$ cat config.mk
export PLATFORM = sky130hd
export DESIGN_NAME = seg7_scan_driver
export DESIGN_NICKNAME = d
export VERILOG_FILES = /design/src/rtl/seg7_pkg.sv /design/src/rtl/seg7_lz_mask.sv /design/src/rtl/seg7_scan_driver.sv
export SDC_FILE = /design/constraint.sdc
export NUM_CORES = 1
export LEC_CHECK = 0
export ABC_CLOCK_PERIOD_IN_PS = 2740
export CAP_MARGIN = 25
export CORE_UTILIZATION = 45
export CTS_CLUSTER_SIZE = 20
export DETAILED_ROUTE_END_ITERATION = 10
export DONT_BUFFER_PORTS = 1
export GPL_ROUTABILITY_DRIVEN = 1
export HOLD_SLACK_MARGIN = 0.02
export PLACE_DENSITY_LB_ADDON = 0.25
export SYNTH_ARGS = -nofsm -noshare
export SYNTH_HDL_FRONTEND = slang
export SYNTH_HIERARCHICAL = 1
export SYNTH_SLANG_ARGS = --single-unit
$ cat constraint.sdc
create_clock -name clk -period 2.74 [get_ports clk]
set_input_delay 0.548 -clock clk [delete_from_list [all_inputs] [get_ports clk]]
set_output_delay 0.548 -clock clk [all_outputs]
set_load 0.02 [all_outputs]
$ cat src/rtl/seg7_pkg.sv
// Shared definitions for the seven-segment scan driver.
// Bit order of every segment vector: bit6..bit0 = g,f,e,d,c,b,a.
// All segment codes are active-low (common-anode display): 0 lights a segment.
package seg7_pkg;

  localparam logic [6:0] SEG_0   = 7'b1000000;
  localparam logic [6:0] SEG_1   = 7'b1111001;
  localparam logic [6:0] SEG_2   = 7'b0100100;
  localparam logic [6:0] SEG_3   = 7'b0110000;
  localparam logic [6:0] SEG_4   = 7'b0011001;
  localparam logic [6:0] SEG_5   = 7'b0010010;
  localparam logic [6:0] SEG_6   = 7'b0000010;
  localparam logic [6:0] SEG_7   = 7'b1111000;
  localparam logic [6:0] SEG_8   = 7'b0000000;
  localparam logic [6:0] SEG_9   = 7'b0010000;
  localparam logic [6:0] SEG_A   = 7'b0001000;
  localparam logic [6:0] SEG_B   = 7'b0000011;
  localparam logic [6:0] SEG_C   = 7'b1000110;
  localparam logic [6:0] SEG_D   = 7'b0100001;
  localparam logic [6:0] SEG_E   = 7'b0000110;
  localparam logic [6:0] SEG_F   = 7'b0001110;
  localparam logic [6:0] SEG_OFF = 7'b1111111;

  // Decode one nibble. Codes 10..15 are letters in hex mode, dark in BCD mode.
  function automatic logic [6:0] seg7_encode(input logic [3:0] code, input logic hex_mode);
    logic [6:0] v_seg;
    v_seg = SEG_OFF;
    case (code)
      4'd0:  v_seg = SEG_0;
      4'd1:  v_seg = SEG_1;
      4'd2:  v_seg = SEG_2;
      4'd3:  v_seg = SEG_3;
      4'd4:  v_seg = SEG_4;
      4'd5:  v_seg = SEG_5;
      4'd6:  v_seg = SEG_6;
      4'd7:  v_seg = SEG_7;
      4'd8:  v_seg = SEG_8;
      4'd9:  v_seg = SEG_9;
      4'd10: v_seg = hex_mode ? SEG_A : SEG_OFF;
      4'd11: v_seg = hex_mode ? SEG_B : SEG_OFF;
      4'd12: v_seg = hex_mode ? SEG_C : SEG_OFF;
      4'd13: v_seg = hex_mode ? SEG_D : SEG_OFF;
      4'd14: v_seg = hex_mode ? SEG_E : SEG_OFF;
      default: v_seg = hex_mode ? SEG_F : SEG_OFF;
    endcase
    return v_seg;
  endfunction

endpackage

$ cat src/rtl/seg7_lz_mask.sv
// Leading-zero suppression mask: bit i set means digit i must be dark because
// it and every more-significant digit hold zero. Digit 0 is never masked.
module seg7_lz_mask
  import seg7_pkg::*;
#(
  parameter int NUM_DIGITS = 4
) (
  input  logic [4*NUM_DIGITS-1:0] i_digits,
  input  logic                    i_enable,
  output logic [NUM_DIGITS-1:0]   o_mask
);

  logic w_zero_run;

  // Walk from the most-significant digit down, tracking an unbroken run of zeros.
  always_comb begin
    o_mask     = '0;
    w_zero_run = 1'b1;
    for (int i = NUM_DIGITS - 1; i >= 1; i--) begin
      w_zero_run = w_zero_run & (i_digits[4*i +: 4] == 4'd0);
      o_mask[i]  = i_enable & w_zero_run;
    end
  end

endmodule

$ cat src/rtl/seg7_scan_driver.sv
// Time-multiplexed common-anode seven-segment driver.
// Each digit slot lasts REFRESH_DIV cycles: one dark BLANK cycle (anti-ghosting)
// followed by REFRESH_DIV-1 DRIVE cycles. All display outputs are registered and
// are computed from the next FSM state/index and the current shadow registers.
// Strobe semantics: load has no handshake; whenever load is 1 at a clk edge the
// shadow registers capture digits_in/dp_in/blank_in, with no back-pressure.
module seg7_scan_driver
  import seg7_pkg::*;
#(
  parameter int NUM_DIGITS  = 4,
  parameter int REFRESH_DIV = 100000,
  parameter int HEX_MODE    = 0
) (
  input  logic                    clk,
  input  logic                    rst_n,
  input  logic [4*NUM_DIGITS-1:0] digits_in,
  input  logic [NUM_DIGITS-1:0]   dp_in,
  input  logic [NUM_DIGITS-1:0]   blank_in,
  input  logic                    lz_suppress,
  input  logic                    load,
  output logic [NUM_DIGITS-1:0]   anode_active,
  output logic [6:0]              segments,
  output logic                    dp_out,
  output logic [0:0]              o_dbg_state
);

  localparam int IDX_W = (NUM_DIGITS > 1) ? $clog2(NUM_DIGITS) : 1;
  localparam int PRE_W = $clog2(REFRESH_DIV);
  localparam logic [PRE_W-1:0] PRE_MAX = PRE_W'(REFRESH_DIV - 1);
  localparam logic [IDX_W-1:0] IDX_MAX = IDX_W'(NUM_DIGITS - 1);
  localparam logic HEX = (HEX_MODE != 0);

  localparam logic [0:0] ST_BLANK = 1'b0;
  localparam logic [0:0] ST_DRIVE = 1'b1;

  logic [PRE_W-1:0]        r_presc;
  logic [IDX_W-1:0]        r_idx;
  logic [0:0]              r_state;
  logic [4*NUM_DIGITS-1:0] r_digits;
  logic [NUM_DIGITS-1:0]   r_dp;
  logic [NUM_DIGITS-1:0]   r_blank;
  logic [NUM_DIGITS-1:0]   r_anode;
  logic [6:0]              r_segments;
  logic                    r_dp_out;

  logic                    w_tick;
  logic [0:0]              w_state_nxt;
  logic [IDX_W-1:0]        w_idx_nxt;
  logic [NUM_DIGITS-1:0]   w_lz_mask;
  logic [3:0]              w_nibble;
  logic                    w_dark;
  logic [NUM_DIGITS-1:0]   w_anode_nxt;
  logic [6:0]              w_seg_nxt;
  logic                    w_dp_nxt;

  assign w_tick       = (r_presc == PRE_MAX);
  assign anode_active = r_anode;
  assign segments     = r_segments;
  assign dp_out       = r_dp_out;
  assign o_dbg_state  = r_state;

  seg7_lz_mask #(
    .NUM_DIGITS(NUM_DIGITS)
  ) u_lz_mask (
    .i_digits (r_digits),
    .i_enable (lz_suppress),
    .o_mask   (w_lz_mask)
  );

  // Shadow registers: the display only ever reads these, so inputs may change freely.
  always_ff @(posedge clk) begin
    if (!rst_n) begin
      r_digits <= '0;
      r_dp     <= '0;
      r_blank  <= '0;
    end else if (load) begin
      r_digits <= digits_in;
      r_dp     <= dp_in;
      r_blank  <= blank_in;
    end
  end

  // Refresh prescaler, free-running modulo REFRESH_DIV.
  always_ff @(posedge clk) begin
    if (!rst_n) begin
      r_presc <= '0;
    end else if (w_tick) begin
      r_presc <= '0;
    end else begin
      r_presc <= r_presc + PRE_W'(1);
    end
  end

  // Next-state logic: BLANK lasts one cycle, DRIVE ends on tick and advances the digit.
  always_comb begin
    w_state_nxt = r_state;
    w_idx_nxt   = r_idx;
    case (r_state)
      ST_BLANK: w_state_nxt = ST_DRIVE;
      ST_DRIVE: begin
        if (w_tick) begin
          w_state_nxt = ST_BLANK;
          w_idx_nxt   = (r_idx == IDX_MAX) ? '0 : r_idx + IDX_W'(1);
        end
      end
      default: w_state_nxt = ST_BLANK;
    endcase
  end

  // FSM state and digit index registers.
  always_ff @(posedge clk) begin
    if (!rst_n) begin
      r_state <= ST_BLANK;
      r_idx   <= '0;
    end else begin
      r_state <= w_state_nxt;
      r_idx   <= w_idx_nxt;
    end
  end

  // Output decode for the cycle about to start; blanked/suppressed digits keep their anode.
  always_comb begin
    w_nibble    = r_digits[{w_idx_nxt, 2'b00} +: 4];
    w_dark      = r_blank[w_idx_nxt] | w_lz_mask[w_idx_nxt];
    w_anode_nxt = '1;
    w_seg_nxt   = SEG_OFF;
    w_dp_nxt    = 1'b1;
    if (w_state_nxt == ST_DRIVE) begin
      w_anode_nxt[w_idx_nxt] = 1'b0;
      if (!w_dark) begin
        w_seg_nxt = seg7_encode(w_nibble, HEX);
        w_dp_nxt  = ~r_dp[w_idx_nxt];
      end
    end
  end

  // Registered display pins; reset forces everything dark immediately.
  always_ff @(posedge clk) begin
    if (!rst_n) begin
      r_anode    <= '1;
      r_segments <= SEG_OFF;
      r_dp_out   <= 1'b1;
    end else begin
      r_anode    <= w_anode_nxt;
      r_segments <= w_seg_nxt;
      r_dp_out   <= w_dp_nxt;
    end
  end

endmodule

==> flow_metrics.env <==
export IMPL_worstHoldStart="rst_n"
export IMPL_dr_first_iter_drc_count=65
export IMPL_achievable_frequency_mhz=361
export IMPL_total_routed_wirelength_mm=4.92
export IMPL_vdd_drop_max_mv=0.333
export IMPL_met3_wirelength_um=210
export IMPL_critical_path_startpoint_type="flop"
export IMPL_numPortBuffers=0
export IMPL_max_slew_violation_total_from_the_final_report=0
export IMPL_combinational_family_with_the_most_area_after_synthesis="simple AND/OR/NAND/NOR gates"
export IMPL_timing_max_slew_rel_slack_pct=41.2
export IMPL_number_of_antenna_violations_at_the_first_check_in_global_routing=0
export IMPL_finalHoldViolations=0
export IMPL_dp_cells=333
export IMPL_route_met2_wl_mm=2.27
export IMPL_mappedNetlistArea_sq_mm=0.00253
export IMPL_ant_nets=0
export IMPL_ys_types=47
export IMPL_hold_class="input pin to flop"
export IMPL_seq_area_sq_mm=0.00112
export IMPL_setup_violations=1
export IMPL_ff_to_ff_end="segments[3]"
export IMPL_top_signal_layer_used="met4"
export IMPL_num_nets_final=309
export IMPL_fillerInstances=487
export IMPL_post_dp_hpwl_mm=3.57
export IMPL_period_minus_slack_ns=2.77
export IMPL_clkSlewWorstSetupHoldPaths_ns=0.09
export IMPL_htree_levels=2
export IMPL_finish_utilization_pct=56.7
export IMPL_postSynthNetCount=284
export IMPL_timing_critical_path_cells="or4b_4 > nor4_4 > nand2_2 > a21o_4 > buf_12 > buf_8 > o21ai_2 > o22a_2 > inv_4 > ha_4 > a21oi_2 > a2111o_1"
export IMPL_detail_route_drc_violations=0
export IMPL_synth_yosys_seq_area_share_pct=44.2
export IMPL_ys_warn_count=6
export IMPL_rsz0062_at_grt="true"
export IMPL_floorplan_initialDensity_pct=48.1
export IMPL_cts_root_buffer_cell="clkbuf_8"
export IMPL_hold_path_end="anode_active[3]"
export IMPL_globalRouteTotalUtil_pct=17.4
export IMPL_timing_clock_skew_ns=0.00514
export IMPL_place_gp_congestion=0.747
export IMPL_grt_pass1_wl_mm=8.14
export IMPL_whs_path_depth=1
export IMPL_violations="setup timing"
export IMPL_die_y_um=77.1
export IMPL_floorplan_die_width_um=77.1
export IMPL_yosys_area_share_simple_pct=22.5
export IMPL_power_density_cell_area_mw_per_mm2=490
export IMPL_number_of_maximum_capacitance_violations=0
export IMPL_syn2layout_area_growth_pct=17.9
export IMPL_edff_count_synth=0
export IMPL_outcome="finished, violations left"
export IMPL_tritoncts_clock_tree="done"
export IMPL_p_leak_nw=1.19
export IMPL_wl_per_cell_um=14.1
export IMPL_r2r_worst_path_cells=12
export IMPL_clock_sinks=56
export IMPL_antenna_cells=0
export IMPL_critical_path_slowest_cell="or4b_4"
export IMPL_yosys_area_share_xor_xnor_pct=5.18
export IMPL_first_global_vias=1697
export IMPL_yosys_area_share_adder_pct=1.48
export IMPL_row_count=26
export IMPL_dominantRegCellSynth="dfxtp_1"
export IMPL_io_pins=41
export IMPL_cp_data_arrival_time_ns=2.95
export IMPL_cp_endpoint_kind="flop"
export IMPL_worst_path_max_fanout=5
export IMPL_synth_area_per_cell_sq_um=10.0
export IMPL_max_slew_worst_pin_slew_ns=0.876
export IMPL_share_of_post_route_cells_with_drive_strength_above_1_pct=22.6
export IMPL_design_core_area_sq_mm=0.00527
export IMPL_vias_per_cell=5.07
export IMPL_worstPathRequired_ns=2.93
export IMPL_vias=1771
export IMPL_clk_path_buf_depth=2
export IMPL_synth_ff_latch_count=56
export IMPL_dp_slack_ns=-0.112
export IMPL_globalRouteOverflowTotal=0
export IMPL_clock_insertion_delay_worst_skew_ns=0.30
export IMPL_cts_hold_buf=0
export IMPL_met1Wirelength_mm=2.42
export IMPL_period_share_pct=101
export IMPL_instances_no_fill=349
export IMPL_critPathMaxStageDelay_ns=0.54
export IMPL_area_of_combinational_cells_with_multiple_inputs_sq_mm=0.00140
export IMPL_grt_start_max_net_pins=32
export IMPL_synth_async_reset_ratio_pct=0
export IMPL_r2r_slack_ns=-0.03
export IMPL_synth_compound_area_share_pct=7.26
export IMPL_synthCells=253
export IMPL_tritoncts_num_buffers=5
export IMPL_dieArea_sq_mm=0.00594
export IMPL_rr_startpoint="r_presc[8]"
export IMPL_layout_setup_ws_ns=-0.0264
export IMPL_worstSetupPathType="flop to flop"
export IMPL_first_pass_iters=4
export IMPL_synth_area_mux_share_pct=15.4
-- where the power goes --
| part | total, W | switching (W) | internal [W] |
|---|---|---|---|
| logic | 0.000135 | 0.0000608 | 0.0000738 |
| clock network | 0.000449 | 0.000242 | 0.000207 |
| registers | 0.000883 | 0.0000352 | 0.000847 |
| total | 0.00147 | 0.000338 | 0.00113 |
-- synthesized netlist by cell type, drive strengths merged, types with 3 or more instances --
cell type / number / area, sq um
a21oi: 7 / 38.8
dfxtp: 56 / 1120
nand4: 3 / 18.8
ha: 3 / 37.5
nor2: 26 / 97.6
nor4: 4 / 46.3
clkbuf: 6 / 22.5
nor2b: 27 / 169
nor3: 5 / 25.0
nand3: 8 / 40.0
and2: 4 / 25.0
or3: 4 / 25.0
inv: 4 / 15.0
mux2i: 34 / 369
xor2: 9 / 78.8
o21ai: 6 / 33.8
xnor2: 6 / 52.6
nand2: 11 / 43.8
a211oi: 3 / 22.5
buf: 6 / 57.6
-- layout by cell type (no fill, tap or decap), types with 3 or more instances in the layout --
master and n:
dfxtp_1 54, nand2_1 10, nand3_1 8, or3_1 4, buf_12 3, nor2_1 26, mux2i_1 29, nor2b_1 26
inv_1 3, mux2i_4 3, and2_1 3, xor2_1 9, nor3_1 5, a21oi_1 6, clkbuf_8 6, nand4_1 3
buf_4 25, xnor2_1 6
-- cells by family (layout without fill, tap and decap cells) --
family,after synthesis,count (layout)
compound gates,25,25
xor+xnor,15,15
fa+ha+maj,3,3
buf+inv,16,42
flops,56,56
mux,36,36
other cells,1,1
simple gates,101,101
-- per-stage QoR --
stage | hold WS, ns | TNS [ns] | cell area (sq um) | total power (W)
finish | 0.353 | -0.0264 | 2990 | 0.00147
global route | 0.347 | -0.559 | 2990 | 0.00154
CTS | 0.351 | 0 | 2850 | 0.00147
detailed placement | 0.478 | -0.218 | 2750 | 0.00102
global placement | 0.471 | -0.0469 | 2750 | 0.00102
floorplan | 0.430 | 0 | 2550 | 0.00100
-- critical path: cells and delay by family, from the launching register on --
kind	cells	cell delay, ns
DFF	1	0.33
AOI/OAI and AO/OA	5	0.87
and+or+nand+nor	3	0.90
adders and majority gates	1	0.26
buffers and inverters	3	0.29
-- registers in the layout (all words and copies together) (netlist names) --
| name | cells |
|---|---|
| anode_active | 4 |
| dp_out | 1 |
| o_dbg_state | 1 |
| segments | 7 |
| r_presc | 17 |
| r_dp | 4 |
| r_digits | 16 |
| r_blank | 4 |
| r_idx | 2 |
-- cell type report --
type	count	area share, %
Multi-Input combinational cell	181	46.7
Clock buffer	8	3.01
Tap cell	70	2.93
Inverter	4	0.586
Timing Repair Buffer	30	9.17
Sequential cell	56	37.6
-- routing by layer --
| layer | GRT usage (%) | vias up |
|---|---|---|
| met5 | 0 | - |
| met4 | 5.09 | 0 |
| met3 | 4.52 | 2 |
| met2 | 27.9 | 35 |
| met1 | 22.9 | 808 |
| li1 | - | 926 |
-- timing repair --
action / CTS / global route
pin swaps: 1 / 10
setup endpoints to repair: 5 / 6
resized for setup: 4 / 17
setup buffers: 0 / 8
-- worst max path at each step --
stage	startpoint	end
after CTS	r_presc[11]	segments[3]
after global routing	r_presc[8]	segments[3]
after detailed placement	r_presc[11]	segments[3]
after floorplan	r_presc[11]	segments[3]
final	r_presc[8]	segments[3]
after global placement	r_presc[11]	segments[3]
(Power assumes the default switching activity.)
